--- config.mk ---
export PLATFORM = sky130hd
export DESIGN_NAME = shift_left_iterative
export DESIGN_NICKNAME = d
export VERILOG_FILES = /design/src/rtl/shifter_pkg.sv /design/src/rtl/shift_stage.sv /design/src/rtl/shift_left_iterative.sv
export SDC_FILE = /design/constraint.sdc
export NUM_CORES = 1
export LEC_CHECK = 0
export CORE_ASPECT_RATIO = 0.75
export CORE_MARGIN = 5
export CORE_UTILIZATION = 37
export DETAILED_ROUTE_END_ITERATION = 8
export GPL_ROUTABILITY_DRIVEN = 0
export GPL_TIMING_DRIVEN = 0
export HOLD_SLACK_MARGIN = 0.06
export PLACE_DENSITY = 0.6
export SYNTH_ARGS = -nofsm -noshare
export SYNTH_HDL_FRONTEND = slang
export SYNTH_SLANG_ARGS = --single-unit
--- constraint.sdc ---
create_clock -name clk -period 2.4 [get_ports clk]
set_input_delay 0.48 -clock clk [delete_from_list [all_inputs] [get_ports clk]]
set_output_delay 0.48 -clock clk [all_outputs]
set_load 0.03 [all_outputs]
--- src/rtl/shifter_pkg.sv ---
// Shared definitions for the shifter family of blocks.
//   N       : datapath width (only 32 is supported)
//   SHW     : width of a shift amount for an N-bit word
//   state_t : control states of the iterative shifter
package shifter_pkg;

  localparam int N   = 32;
  localparam int SHW = $clog2(N);

  typedef enum logic [1:0] {
    IDLE  = 2'd0,
    SHIFT = 2'd1,
    DONE  = 2'd2
  } state_t;

endpackage

--- src/rtl/shift_stage.sv ---
// One conditional left-shift stage of the iterative shifter.
// Shifts the word left by 2^k when enabled, filling zeros from bit 0;
// passes the word through unchanged otherwise.
// Ports:
//   enable  : 1 = apply the shift, 0 = pass through
//   k       : stage index 0..4, selecting a shift of 1, 2, 4, 8 or 16
//   word    : 32-bit word to shift
//   shifted : 32-bit result
module shift_stage
  import shifter_pkg::*;
(
  input  logic         enable,
  input  logic [2:0]   k,
  input  logic [N-1:0] word,
  output logic [N-1:0] shifted
);

  // Each stage amount is a fixed rewiring; bits leaving bit 31 are dropped.
  // Unused index values (5..7) pass the word through.
  always_comb begin
    shifted = word;
    if (enable) begin
      case (k)
        3'd0:    shifted = {word[N-2:0],  1'b0};
        3'd1:    shifted = {word[N-3:0],  2'b0};
        3'd2:    shifted = {word[N-5:0],  4'b0};
        3'd3:    shifted = {word[N-9:0],  8'b0};
        3'd4:    shifted = {word[N-17:0], 16'b0};
        default: shifted = word;
      endcase
    end
  end

endmodule

--- src/rtl/shift_left_iterative.sv ---
// Iterative logical left shifter with valid/ready handshakes.
// An accepted operand is shifted over five cycles, one power-of-two stage
// per cycle (16, 8, 4, 2, 1), then held as the result until taken.
// Ports:
//   clk       : clock, all state updates on the rising edge
//   rst       : synchronous active-high reset
//   in_valid  : upstream operand valid
//   in_ready  : block can accept an operand (IDLE)
//   in        : operand to shift
//   shamt     : shift amount 0..31
//   out_valid : result valid (DONE)
//   out_ready : downstream accepts the result
//   out       : shifted result, zero outside DONE
module shift_left_iterative
  import shifter_pkg::*;
#(
  parameter int N = shifter_pkg::N
) (
  input  logic                 clk,
  input  logic                 rst,
  input  logic                 in_valid,
  output logic                 in_ready,
  input  logic [N-1:0]         in,
  input  logic [$clog2(N)-1:0] shamt,
  output logic                 out_valid,
  input  logic                 out_ready,
  output logic [N-1:0]         out
);

  state_t               state_r;
  logic [N-1:0]         work_r;
  logic [$clog2(N)-1:0] shamt_r;
  logic [2:0]           k_r;

  logic                 stage_enable;
  logic [N-1:0]         stage_word;

  // The stage applies 2^k only when the matching bit of the latched
  // shift amount is set; k walks from 4 down to 0.
  assign stage_enable = shamt_r[k_r];

  shift_stage u_stage (
    .enable  (stage_enable),
    .k       (k_r),
    .word    (work_r),
    .shifted (stage_word)
  );

  // Control and datapath state. SHIFT always runs all five stages, even
  // for a zero shift amount, so the latency is fixed.
  always_ff @(posedge clk) begin
    if (rst) begin
      state_r <= IDLE;
      work_r  <= '0;
      shamt_r <= '0;
      k_r     <= 3'd0;
    end else begin
      case (state_r)
        IDLE: begin
          if (in_valid) begin
            work_r  <= in;
            shamt_r <= shamt;
            k_r     <= 3'd4;
            state_r <= SHIFT;
          end
        end
        SHIFT: begin
          work_r <= stage_word;
          if (k_r == 3'd0) begin
            state_r <= DONE;
          end else begin
            k_r <= k_r - 3'd1;
          end
        end
        DONE: begin
          if (out_ready) begin
            state_r <= IDLE;
          end
        end
        default: state_r <= IDLE;
      endcase
    end
  end

  // Handshake flags and the result are pure decodes of the state register.
  always_comb begin
    in_ready  = (state_r == IDLE);
    out_valid = (state_r == DONE);
    out       = (state_r == DONE) ? work_r : '0;
  end

endmodule

==> qor.yml, run 1 <==
outcome: "finished with violations"
violations: "design-rule violations"
clkLatencyLatePin_ns: 0.29
netSwitchingPower_w: 0.000953
fmax_mhz: 436
min_path_type: "flip-flop to flip-flop"
vias_per_cell: 5.94
fin_nets: 516
synth_fp_nets: 436
cts_root_buffer: "clkbuf_16"
finalSetupViolCount: 0
grt_start_max_net_pins: 14
worstSetupEndpointType: "output port"
synth_top_area_cell: "dfxtp_1"
htree_levels: 2
num_antenna_cells: 0
power_density_nw_per_um2: 619
synth_cell_types: 41
final.setup_skew_ns: 0.00454
synth.avg_cell_area_um2: 8.02
pwr-share-comb: 0.321
yosysMostFrequentCell: "a21oi_1"
coreArea_um2: 8350
critPathSlowestCell: "dfxtp_1"
internal-power_w: 0.00162
relSlewSlack: 0.496
first_global_vias: 3320
io_buffer_count: 74
worstSetupPathType: "flip-flop to output port"
synth_warnings: 0
cts_sinks: 42
ys_ff_latch: 42
antenna_found_initial: 0
cts_hold_buffers: 0
pin_count: 75
p_leak_nw: 1.73
cp.required_ns: 1.92
syn-cell-area_um2: 3130
synthTopCellsByArea: "dfxtp_1 27%, a21oi_1 9.4%, and2_1 6.6%"
worstPathArrival_ns: 1.81
path_max_fanout: 10
drt-total-wl_mm: 11.1
final_hold_viol_count: 0
cts_tree: "yes"
cp-start-kind: "flip-flop"
seq_power_share: 0.375
slew_viol_final: 0
p_clk_frac: 0.304
initial_core_util: 0.375
hpwl_mm: 8.14
min_period_over_period: 0.955
postSynthCellCount: 390
rsz0062_at_grt: "false"
clkSlewWorstSetupHoldPaths_ns: 0.06
placedCellCount: 572
fin_cells: 579
clockBufferDepth: 2
die_h_um: 89.6
die_area_um2: 10400
crit_chain: "nor2b_4, clkbuf_2, and2_1, dlygate4sd2_1"
utilization: 0.499
drc: 12
area_growth_pct: 32.9
synth_top_area_frac: 0.269
fill_cells: 855
synth_seq_area_share: 0.269
ctsResizeCount: 35
ir_worst_vdd_v: 0.000497
numCtsBuffers: 5
track_usage: 0.218
wl_per_cell_um: 19.1
hold_ws_ns: 0.489
die_x_um: 116
synth_edf_count: 0
drive_above_1_share: 0.127
grt-ovfl-total: 0
cap_violations: 0
worst_pin_slew_ns: 0.756
drt_iter0_markers: 422
via_count: 3442
rows: 29
fin_crit_ns: 2.29
postCtsSetupRepairBufs: 0
dr.pass1.iters: 9
crit_path_max_incr_delay_ns: 0.43
synthTopCellsByCount: "59 x a21oi_1, 42 x dfxtp_1, 39 x nor2_1, 33 x and2_1, 24 x o21ai_0"
grt_pass1_wl_mm: 17.8
ant_nets: 0
synth-main-ff-cell: "dfxtp_1"
p_sw_frac: 0.370
ys_async_sr_fraction: 0
[registers in the layout, summed over array words and instances, names as in the netlist]
name / count
shamt_r: 5
state_r: 2
work_r: 32
k_r: 3
[placed cells by master, fill, tap and decap left out, drive strengths merged, types with 16 or more instances in the layout]
| cell type | count |
|---|---|
| dlygate4sd2 | 30 |
| dfxtp | 42 |
| nor2 | 40 |
| and3 | 16 |
| a21oi | 59 |
| a211oi | 16 |
| clkdlybuf4s50 | 41 |
| nand3 | 17 |
| and2 | 33 |
| a222oi | 16 |
| clkbuf | 28 |
| o21ai | 24 |
| buf | 18 |
[metal layers]
layer | up-vias | part of all wire | global-route usage
met5 | - | 0 | 0
met1 | 1600 | 0.47 | 0.330
li1 | 1640 | - | -
met3 | 19 | 0.096 | 0.0382
met2 | 183 | 0.41 | 0.312
met4 | 0 | 0.016 | 0.0674
[critical path, delay by kind of cell, from the launching register on]
family,cells,cell delay (ns)
buffers and inverters,2,0.64
AND/OR/NAND/NOR,2,0.45
flip-flops,1,0.43
[power by group through the flow]
| stage | registers (W) | clock network [W] | logic [W] |
|---|---|---|---|
| 2_1_floorplan | 0.000899 | 0 | 0.000577 |
| 3_3_place_gp | 0.000971 | 0 | 0.000805 |
| 3_5_place_dp | 0.000973 | 0 | 0.000815 |
| 4_1_cts | 0.000958 | 0.000792 | 0.000813 |
| 5_1_grt | 0.000980 | 0.000824 | 0.000901 |
| 6_report | 0.000966 | 0.000783 | 0.000825 |
[metrics by stage]
step / setup TNS [ns] / total power (W) / worst slack [ns] / instance area [um^2]
final: 0 / 0.00257 / 0.108 / 4160
after floorplan: 0 / 0.00148 / 0.453 / 3130
after CTS: 0 / 0.00256 / 0.0350 / 4140
after global routing: 0 / 0.00271 / 0.0123 / 4160
after detailed placement: -4.95 / 0.00179 / -0.186 / 4010
after global placement: -4.26 / 0.00178 / -0.173 / 4010
[path summary, 6_finish.rpt]
kind | endpoint | start | slack, ns | cells after the start
worst max-delay path | out[27] | state_r[1] | 0.11 | 4
worst min-delay path | shamt_r[0] | shamt_r[0] | 0.49 | 2
worst max register to register | work_r[5] | k_r[0] | 0.18 | 9
worst min register to register | shamt_r[0] | shamt_r[0] | 0.49 | 2
[layout make-up]
cell class                 count  area (um^2)  share of cell area
clock buffer                   5          125              0.0301
tap                          108          135              0.0325
timing repair buffer          74          711               0.171
inverter                       4         15.0             0.00361
sequential                    42          843               0.203
buffer                        41          214              0.0514
clock inverter                 3         40.0             0.00962
multi-input combinational    302         2080               0.499
[kinds of logic after synthesis]
group                    synth area share
flip-flops                          0.269
AO/OA/AOI/OAI                       0.381
AND/OR/NAND/NOR                     0.235
adder cells (fa/ha/maj)            0.0200
multiplexers                       0.0224
buffers and inverters              0.0728
Power figures use the tool's default switching activity.
==> inputs of run 2 (changes only) <==
--- a/config.mk
+++ b/config.mk
@@ -5,7 +5,7 @@
 export SDC_FILE = /design/constraint.sdc
 export NUM_CORES = 1
 export LEC_CHECK = 0
-export CORE_ASPECT_RATIO = 0.75
+export CORE_ASPECT_RATIO = 1.25
 export CORE_MARGIN = 5
 export CORE_UTILIZATION = 37
 export DETAILED_ROUTE_END_ITERATION = 8
==> run 2 against run 1 <==
Effect of this change: the run now ends clean; power decreased by 12%; die area barely moved; clock power decreased by 38%; global-route usage fell by 0.82 points.
==> qor.yml, run 2 (synthesis results as in run 1) <==
outcome: "finished clean"  # was finished with violations
ant_nets: 0  # unchanged
finalSetupViolCount: 0  # unchanged
utilization: 0.492  # was 0.499
area_growth_pct: 29.6  # was 32.9%
wl_per_cell_um: 19.1  # about the same
drive_above_1_share: 0.150  # was 0.127
grt-ovfl-total: 0  # unchanged
die_area_um2: 10400  # about the same
final_common_cell: "a21oi_1"  # unchanged
dr.pass1.iters: 7  # was 9
cts_hold_buffers: 0  # unchanged
via_count: 3415  # was 3442
hold_ws_ns: 0.498  # was 0.489 ns
reg_top3: "work_r: 32 flops, shamt_r: 5 flops, k_r: 3 flops"  # unchanged
post-route-worst-setup-slack_ns: 0.119  # was 0.108 ns
track_usage: 0.210  # was 0.218
numCtsBuffers: 5  # unchanged
min_period_over_period: 0.950  # was 0.955
min_path_type: "flip-flop to flip-flop"  # unchanged
path_max_fanout: 10  # unchanged
final_hold_viol_count: 0  # unchanged
clkSlewWorstSetupHoldPaths_ns: 0.09  # was 0.06 ns
drc: 0  # was 12
regMostFlops: "work_r"  # unchanged
io_buffer_count: 74  # unchanged
antenna_found_initial: 0  # unchanged
cap_violations: 0  # unchanged
vias_per_cell: 5.98  # was 5.94
largest_reg_flops: 32  # unchanged
final.setup_skew_ns: 0.0121  # was 0.00454 ns
place_ws_ns: -0.358  # was -0.186 ns
relSlewSlack: 0.512  # was 0.496
die_h_um: 113  # was 89.6 um
cts_sinks: 42  # unchanged
fmax_mhz: 438  # was 436 MHz
fin_crit_ns: 2.28  # was 2.29 ns
grt_pass1_wl_mm: 17.7  # was 17.8 mm
drt_iter0_markers: 402  # was 422
clkLatencyLatePin_ns: 0.30  # was 0.29 ns
power_density_nw_per_um2: 561  # was 619 nW/um^2
worstSetupEndpointType: "output port"  # unchanged
die_x_um: 92.3  # was 116 um
worst_pin_slew_ns: 0.732  # was 0.756 ns
pin_count: 75  # unchanged
worstSetupPathType: "flip-flop to output port"  # unchanged
coreArea_um2: 8240  # was 8350 um^2
drt-total-wl_mm: 10.9  # was 11.1 mm
rsz0062_at_grt: "false"  # unchanged
ir_worst_vdd_v: 0.000279  # was 0.000497 V
hpwl_mm: 8.04  # was 8.14 mm
fin_nets: 519  # was 516
grt_start_max_net_pins: 13  # was 14
cp.required_ns: 1.92  # about the same
final_cell_mix: "58 x a21oi_1, 41 x clkdlybuf4s50_1, 40 x dfxtp_1"  # unchanged
p_leak_nw: 1.67  # was 1.73 nW
worstPathArrival_ns: 1.80  # was 1.81 ns
rows: 37  # was 29
cts_root_buffer: "clkbuf_8"  # was clkbuf_16
first_global_vias: 3455  # was 3320
cts_tree: "yes"  # unchanged
clockBufferDepth: 2  # unchanged
initial_core_util: 0.380  # was 0.375
num_antenna_cells: 0  # unchanged
slew_viol_final: 0  # unchanged
cp-start-kind: "flip-flop"  # unchanged
htree_levels: 2  # unchanged
[run 2: cell types whose count changed in the layout (fill, tap and decap cells not counted), moves of 2 or more]
cell           delta
buf_4             +2
clkbuf_1          +2
clkbuf_16         -5
clkbuf_2         +10
clkbuf_8          +6
dlygate4sd2_1    -11
[run 2: through the flow]
step                      std cells  power, W  TNS (ns)  area, um^2
final                           571   0.00227         0        4060
after global routing            571   0.00240         0        4060
after CTS                       571   0.00227         0        4070
after detailed placement        561   0.00179     -9.85        3990
after global placement          561   0.00178    -10.07        3990
after floorplan                 390   0.00148         0        3130
[run 2: worst max-delay path, cell delays in order, from the launching register on]
cell and delay [ns]:
dfxtp_1 0.44, nor2b_4 0.19, buf_4 0.16, clkbuf_2 0.18
and2_1 0.14, dlygate4sd2_1 0.40
[run 2: what timing repair did]
item,CTS,global route
buffers inserted,2,0
endpoints found under the setup margin,33,59
resized for setup,32,36
[run 2: metal layers]
layer / share of wire / GRT usage
met4: 0.035 / 0.0951
met2: 0.48 / 0.353
met5: 0 / 0
met1: 0.43 / 0.262
met3: 0.059 / 0.0339
[run 2: worst paths after layout]
kind,from,end,slack (ns),cells after the start
max,state_r[1],out[15],0.12,5
min,shamt_r[3],shamt_r[3],0.50,2
max reg2reg,k_r[0],work_r[3],0.22,9
min reg2reg,shamt_r[3],shamt_r[3],0.50,2
[run 2: where the power goes]
group          switching [W]  internal, W
clock               0.000256     0.000233
sequential          0.000171     0.000792
combinational       0.000480     0.000343
[run 2: final cells by class]
cell class,count,area (um^2)
Buffer,42,218
Clock inverter,1,5.00
Inverter,4,15.0
Tap cell,97,121
Fill cell,849,4190
Sequential cell,42,843
Clock buffer,7,86.3
Multi-Input combinational cell,302,2080
Timing Repair Buffer,76,689
